--- src/rtl/rom_sequencer.sv ---
// rom_sequencer: steps a ROM address through one pass (up or down) at a
// programmable rate, registering each word read and keeping a running sum.
module rom_sequencer #(
  parameter int unsigned DIV   = 4,
  parameter int unsigned SUM_W = 6
) (
  input  logic             clk,
  input  logic             reset,
  input  logic             start,
  input  logic             stop,
  input  logic             dir,
  input  logic             loop,
  output logic [2:0]       rom_adr,
  input  logic [3:0]       rom_data,
  output logic [3:0]       data_out,
  output logic             data_valid,
  output logic [SUM_W-1:0] sum,
  output logic             busy,
  output logic             done
);

  localparam int unsigned CNT_W = 32;
  localparam int unsigned ADR_W = 3;
  localparam int unsigned DAT_W = 4;

  typedef enum logic {
    S_IDLE = 1'b0,
    S_RUN  = 1'b1
  } state_e;

  state_e             state_q, state_d;
  logic [CNT_W-1:0]   cnt_q, cnt_d;
  logic [ADR_W-1:0]   adr_q, adr_d;
  logic [DAT_W-1:0]   data_q, data_d;
  logic               valid_q, valid_d;
  logic [SUM_W-1:0]   sum_q, sum_d;
  logic               busy_q, busy_d;
  logic               done_q, done_d;
  logic               dir_q, dir_d;
  logic               loop_q, loop_d;

  logic               capture_c;
  logic               last_c;

  // Capture fires when the step counter reaches its terminal count; the last
  // address of a pass depends on the latched direction.
  always_comb begin
    capture_c = (cnt_q == CNT_W'(DIV - 1));
    last_c    = dir_q ? (adr_q == ADR_W'(0)) : (adr_q == ADR_W'(7));
  end

  // Next-state and output logic; stop takes priority over a coincident capture.
  always_comb begin
    state_d = state_q;
    cnt_d   = cnt_q;
    adr_d   = adr_q;
    data_d  = data_q;
    valid_d = 1'b0;
    sum_d   = sum_q;
    busy_d  = busy_q;
    done_d  = 1'b0;
    dir_d   = dir_q;
    loop_d  = loop_q;

    unique case (state_q)
      S_IDLE: begin
        if (start) begin
          state_d = S_RUN;
          adr_d   = dir ? ADR_W'(7) : ADR_W'(0);
          sum_d   = '0;
          cnt_d   = '0;
          dir_d   = dir;
          loop_d  = loop;
          busy_d  = 1'b1;
        end
      end
      S_RUN: begin
        if (stop) begin
          state_d = S_IDLE;
          busy_d  = 1'b0;
        end else if (capture_c) begin
          data_d  = rom_data;
          valid_d = 1'b1;
          sum_d   = sum_q + SUM_W'(rom_data);
          cnt_d   = '0;
          // Natural 3-bit wrap gives 7->0 and 0->7 at the end of a pass.
          adr_d   = dir_q ? (adr_q - ADR_W'(1)) : (adr_q + ADR_W'(1));
          if (last_c) begin
            done_d = 1'b1;
            if (!loop_q) begin
              state_d = S_IDLE;
              busy_d  = 1'b0;
            end
          end
        end else begin
          cnt_d = cnt_q + CNT_W'(1);
        end
      end
      default: begin
        state_d = S_IDLE;
        busy_d  = 1'b0;
      end
    endcase
  end

  // State and output registers with asynchronous reset.
  always_ff @(posedge clk or posedge reset) begin
    if (reset) begin
      state_q <= S_IDLE;
      cnt_q   <= '0;
      adr_q   <= '0;
      data_q  <= '0;
      valid_q <= 1'b0;
      sum_q   <= '0;
      busy_q  <= 1'b0;
      done_q  <= 1'b0;
      dir_q   <= 1'b0;
      loop_q  <= 1'b0;
    end else begin
      state_q <= state_d;
      cnt_q   <= cnt_d;
      adr_q   <= adr_d;
      data_q  <= data_d;
      valid_q <= valid_d;
      sum_q   <= sum_d;
      busy_q  <= busy_d;
      done_q  <= done_d;
      dir_q   <= dir_d;
      loop_q  <= loop_d;
    end
  end

  assign rom_adr    = adr_q;
  assign data_out   = data_q;
  assign data_valid = valid_q;
  assign sum        = sum_q;
  assign busy       = busy_q;
  assign done       = done_q;

endmodule

--- config.mk ---
export PLATFORM = sky130hd
export DESIGN_NAME = rom_sequencer
export DESIGN_NICKNAME = d
export VERILOG_FILES = /design/src/rtl/rom_sequencer.sv
export SDC_FILE = /design/constraint.sdc
export NUM_CORES = 1
export LEC_CHECK = 0
export CORE_UTILIZATION = 53
export DETAILED_ROUTE_END_ITERATION = 12
export HOLD_SLACK_MARGIN = 0.06
export PLACE_DENSITY = 0.78
export SLEW_MARGIN = 5
export SYNTH_ARGS = -nofsm -noshare
export SYNTH_HDL_FRONTEND = slang
export SYNTH_SLANG_ARGS = --single-unit
export TNS_END_PERCENT = 1
--- constraint.sdc ---
create_clock -name clk -period 2.7 [get_ports clk]
set_input_delay 0.675 -clock clk [delete_from_list [all_inputs] [get_ports clk]]
set_output_delay 0.675 -clock clk [all_outputs]
set_load 0.02 [all_outputs]
## Word-level counts from Yosys, hierarchy flattened

Cells that the tools add are included.

| word-level totals | value |
|---|---|
| input port bits | 10 |
| word-level logic and storage cells | 64 |
| bits in registers | 51 |

| operators by class | value |
|---|---|
| reduce and logical (&&, ||, !) cells | 6 |
| $add $sub $neg | 4 |
| muxes and demuxes | 34 |
| equality and inequality tests | 8 |
| bitwise operators | 2 |

Operators with widths:

| cell | count |
|---|---|
| $mux W32 | 3 |
| $pmux W32 S2 | 1 |
| $add A32 B1 Y32 const B | 1 |
| $eq A32 B2 Y1 const B | 1 |
| $mux W1 | 18 |
| $mux W6 | 3 |
| $mux W3 | 5 |
| $pmux W6 S2 | 1 |
| $add A6 B4 Y6 | 1 |
| $ne A3 B2 Y1 const B | 2 |
| $pmux W3 S2 | 1 |
| $reduce_and A3 Y1 | 2 |
| $ne A2 B2 Y1 const B | 2 |
| $pmux W1 S2 | 2 |
| $reduce_and A2 Y1 | 2 |
| $reduce_and A4 Y1 | 1 |
| $add A3 B1 Y3 const B | 1 |
| $eq A3 B3 Y1 const B | 1 |
| $logic_not A3 Y1 | 1 |
| $ne A3 B3 Y1 const B | 1 |
| $sub A3 B1 Y3 const B | 1 |
| $ne A2 B1 Y1 const B | 1 |
| $not A1 Y1 | 2 |

## Logic depth before layout (Yosys ltp)

| logic depth | value |
|---|---|
| depth in word-level cells | 6 |
| mapped depth | 9 |

## Worst setup path before layout

OpenSTA, ideal clock, no wires.

| timing | value |
|---|---|
| path type | reg2reg |
| start | register cnt_q[0] |
| end | register data_q[0], in the netlist data_out[0] |
| cell stages (with the launch flop) | 8 |
| setup slack | 0.701 ns |
| data arrival time | 1.874 ns |
| clock period less this slack | 1.999 ns |
| cells stage by stage | dfrtp_1 > ha_1 > nor4b_2 > nand4_1 > or2_1 > buf_6 > nor2_2 > mux2_2 |

| between the ends | value |
|---|---|
| cells in the longest elaborated chain, start to end | 2 |

Ends and longest elaborated chain:

| element | line | source |
|---|---|---|
| start, declared | 32 | `logic [CNT_W-1:0] cnt_q, cnt_d;` |
| start signal, assigned | 121 | `cnt_q <= cnt_d;` |
| $eq A32 B2 Y1 | 48 | `capture_c = (cnt_q == CNT_W'(DIV - 1));` |
| $reduce_and A3 Y1 (no source line) | n/a |  |
| end signal, assigned | 123 | `data_q <= data_d;` |
| end, declared | 34 | `logic [DAT_W-1:0] data_q, data_d;` |

Every way passes these cells.
A chain may end at the register's enable or synchronous reset.

## Worst setup path after layout

| timing | value |
|---|---|
| start | register cnt_q[0] |
| end | register sum_q[2], in the netlist sum[2] |

| between the ends | value |
|---|---|
| cells in the longest elaborated chain, start to end | 3 |

Ends and longest elaborated chain:

| element | line | source |
|---|---|---|
| $eq A32 B2 Y1 | 48 |  |
| $ne A2 B1 Y1 (no source line) | n/a |  |
| $reduce_and A3 Y1 (no source line) | n/a |  |
| end signal, assigned | 125 | `sum_q <= sum_d;` |
| end, declared | 36 | `logic [SUM_W-1:0] sum_q, sum_d;` |

Every way passes these cells.

==> impl_summary.txt <==
----------------------------------------------------
[Outcome]
  Result of the run ... finished clean

[Timing]
  Slew Viols, Final ... 0
  Total of endpoints with negative setup slack in the final report ... 0
  Clock period minus worst slack ... about 2.5 ns
  Tightest Pin Transition ... 0.656 ns
  Final worst-path cycle share ... 0.936
  Setup tns final ... 0 ns
  Max Fclk ... approximately 0.40 GHz
  Clk_skew ... between 0.015 and 0.02 ns
  Final-report hold violation count ... 0
  Rel. slew slack ... 0.563
  Worst Setup Slack, final ... 0.173 ns
  Setup repair after global routing missed its margin ... no

[Flow run]
  Max-cap viol count ... 0

[Worst setup path]
  Setup crit end kind ... register
  Reg2Reg Depth ... 7
  Reg-to-Reg Start ... cnt_q[0]
  Beginning of the critical path ... cnt_q[0]
  Capture instance of the worst register-to-register path ... sum[2]
  Required @ worst endpoint ... 2.93 ns
  Startpoint kind of the worst setup timing path ... register
  Highest fanout seen on the critical path ... 16
  Slack of the worst reg-to-reg path ... 0.17 ns
  Critical path class ... reg -> reg
  Arrival time worst endpoint ... 2.75 ns

[Hold path]
  Path type of the worst min-delay path ... reg -> reg
  Source of the worst hold timing path ... data_out[1]
  Terminating pin of the worst hold path ... data_out[1]
  Worst hold path cell count ... 1

[Logic synthesis]
  Share of the synthesized area in the top cell type ... 0.457
  Share of async-settable or async-resettable flops after synthesis ... 1.00
  Post-synthesis cell area ... around 2800 sq um
  YS warnings ... 0
  Most used standard cell by instance count after synthesis ... dfrtp_1
  List of most frequent post-synthesis cells ... dfrtp_1, nand2_1, nor2_1
  Count of flip-flops with a built-in enable after synthesis ... 0
  Library cell with the largest summed area after synthesis ... dfrtp_1
  Number of storage elements in the synthesis netlist ... 51
  Net count after synthesis ... 308
  Top_reg_cell synth ... dfrtp_1
  Count of different cell masters after synthesis ... 52
  Largest cells by area after synthesis ... dfrtp_1, nand2_1, nor2_1
  Post-synthesis area per instance ... between 9 and 10 sq um
  Post-Synthesis Cells ... 291
  Sequential-to-total area share from yosys stat ... 0.457

[Cells and area]
  Layout net count ... approximately 340
  Post-route design area ... 3250 sq um
  # fillers ... 439
  Post-Layout Cell Count ... 391
  Fraction of layout cells with a size suffix above 1 ... 0.103
  Number of antenna repair diodes ... 0
  Layout-stage area growth over the synthesis result ... 16.2%
  Final Core Density ... 0.636

[Clocking]
  Hold-fix buffers at CTS ... 0
  Post-CTS Setup Bufs ... 0
  Post_cts resized ... 0
  CTS root buf ... clkbuf_8
  Number of CTS-inserted buffers ... 5
  CTS clk-pin slew, worst paths ... 0.10 ns
  Clock latency on the worst-skew pair ... 0.31 ns
  CTS tree ... done
  H-tree Lvls ... 2
  Clock tree buffer depth ... 2
  Sink count of the clock tree ... 51

[Placed design]
  Cell total after placement ... around 380
  Post-place setup slack ... 0.188 ns
  HPWL Detailed ... 4.06 mm
  Count of input and output buffers ... 25
  Placed inst area ... about 3100 sq um
  GP Congestion ... about 0.84

[Die]
  Standard-cell rows ... 26
  Die height ... 74.6 microns
  Die footprint ... 5570 sq um
  Effective utilization at floorplan ... 0.547
  Die extent in x ... roughly 75 microns
  Io pins ... 26
  Placeable core region ... 5110 sq um

[GRT]
  Number of antenna violations at the first check in global routing ... 0
  Number of global-route vias before repair ... roughly 2100
  Largest net degree at the start of global routing ... 52
  Sum of overflow across all layers after global routing ... 0
  Global router's overall resource usage ... 0.228
  Global-route wire length before repair ... 9.60 mm

[Detailed routing]
  Detailed-route wire length per cell ... 14.9 microns
  Antenna-violating nets left ... 0
  Aggregate routed wire length ... 5.84 mm
  First-pass detailed-route iteration total ... 4
  Drt initial violations ... 113
  Vias per inst ... 5.80
  DRC viols ... 0
  Total via count in the routed design ... ~2300

[Power]
  Highest ir drop seen on vdd ... 0.553 mV
  Power per cell area ... 656 nW/um^2
  Lkg Pwr ... roughly 0.0014 uW

----------------------------------------------------
[cell families after synthesis]
kind of cell | synth area share
simple gates | 0.251
compound gates | 0.117
flops | 0.457
buf+inv | 0.0412
xor+xnor | 0.0627
mux | 0.0349
fa+ha+maj | 0.0367
[metrics by stage]
stage	power, uW	hold WS, ns
2_1_floorplan	1360	0.469
3_3_place_gp	1590	0.488
3_5_place_dp	1600	0.495
4_1_cts	2150	0.519
5_1_grt	2240	0.544
6_report	2130	0.518
[worst max-delay path: stages, from the launching register on]
cell and delay [ns]:
dfrtp_1 0.43, ha_1 0.25, nor4b_2 0.23, nand4_1 0.28, or2_1 0.43, a21oi_2 0.34
buf_4 0.28, mux2i_1 0.19
[registers in the layout, indices dropped and copies added, names as in the netlist]
| register | count |
|---|---|
| cnt_q | 32 |
| busy | 1 |
| rom_adr | 3 |
| data_valid | 1 |
| done | 1 |
| sum | 6 |
| data_out | 4 |
| loop_q | 1 |
| state_q | 1 |
| dir_q | 1 |
[metal layers]
layer,vias up,track usage,part of all wire
li1,1105,-,-
met1,1120,0.301,0.47
met2,37,0.392,0.49
met3,5,0.0415,0.035
met4,0,0.0545,0.0072
met5,-,0,0
[where the power goes]
group / switching [uW] / leakage (uW) / internal, uW / total (uW)
clock network: 262 / 0.0000581 / 276 / 539
logic: 348 / 0.000681 / 290 / 638
registers: 99.2 / 0.000692 / 856 / 955
[worst max-delay path by stage]
stage,to,slack [ns],cells after the start
2_1_floorplan,data_out[0],0.70,7
3_3_place_gp,sum[2],0.26,7
3_5_place_dp,sum[4],0.19,8
4_1_cts,sum[2],0.22,7
5_1_grt,sum[2],0.07,7
6_report,sum[2],0.17,7
[cells in the final DEF, fill, tap and decap left out, types with 2 or more instances in the layout]
cell | netlist | layout
nor3_1 | 10 | 10
nor4_1 | 8 | 8
dfrtp_1 | 51 | 51
o211ai_1 | 2 | 2
nand2b_1 | 2 | 2
nor2b_1 | 3 | 3
buf_4 | 2 | 8
clkdlybuf4s50_1 | 0 | 25
mux2i_1 | 3 | 3
clkbuf_8 | 0 | 5
inv_1 | 15 | 14
xor2_1 | 11 | 11
nand4_1 | 9 | 9
mux2_2 | 6 | 6
xnor2_1 | 9 | 9
o21ai_0 | 11 | 11
a31oi_1 | 11 | 11
nand2_1 | 30 | 30
and3_1 | 3 | 3
a21o_1 | 3 | 3
o21bai_1 | 2 | 2
nor2_1 | 26 | 26
a21oi_1 | 12 | 12
fa_1 | 2 | 2
ha_1 | 5 | 5
nand3_1 | 14 | 14
and4_1 | 4 | 4
nor4_4 | 2 | 2
or4_1 | 3 | 3
o31ai_1 | 2 | 2
o2bb2ai_1 | 2 | 2
[final cells by class]
type                            instances  area, sq um  area share
Clock buffer                            5         68.8      0.0212
Clock inverter                          3         43.8      0.0135
Inverter                               15         56.3      0.0173
Multi-Input combinational cell        214         1400       0.432
Sequential cell                        51         1280       0.393
Tap cell                               70         87.6      0.0270
Timing Repair Buffer                   33          310      0.0956
Note: power is estimated with default switching activity, not from simulation.
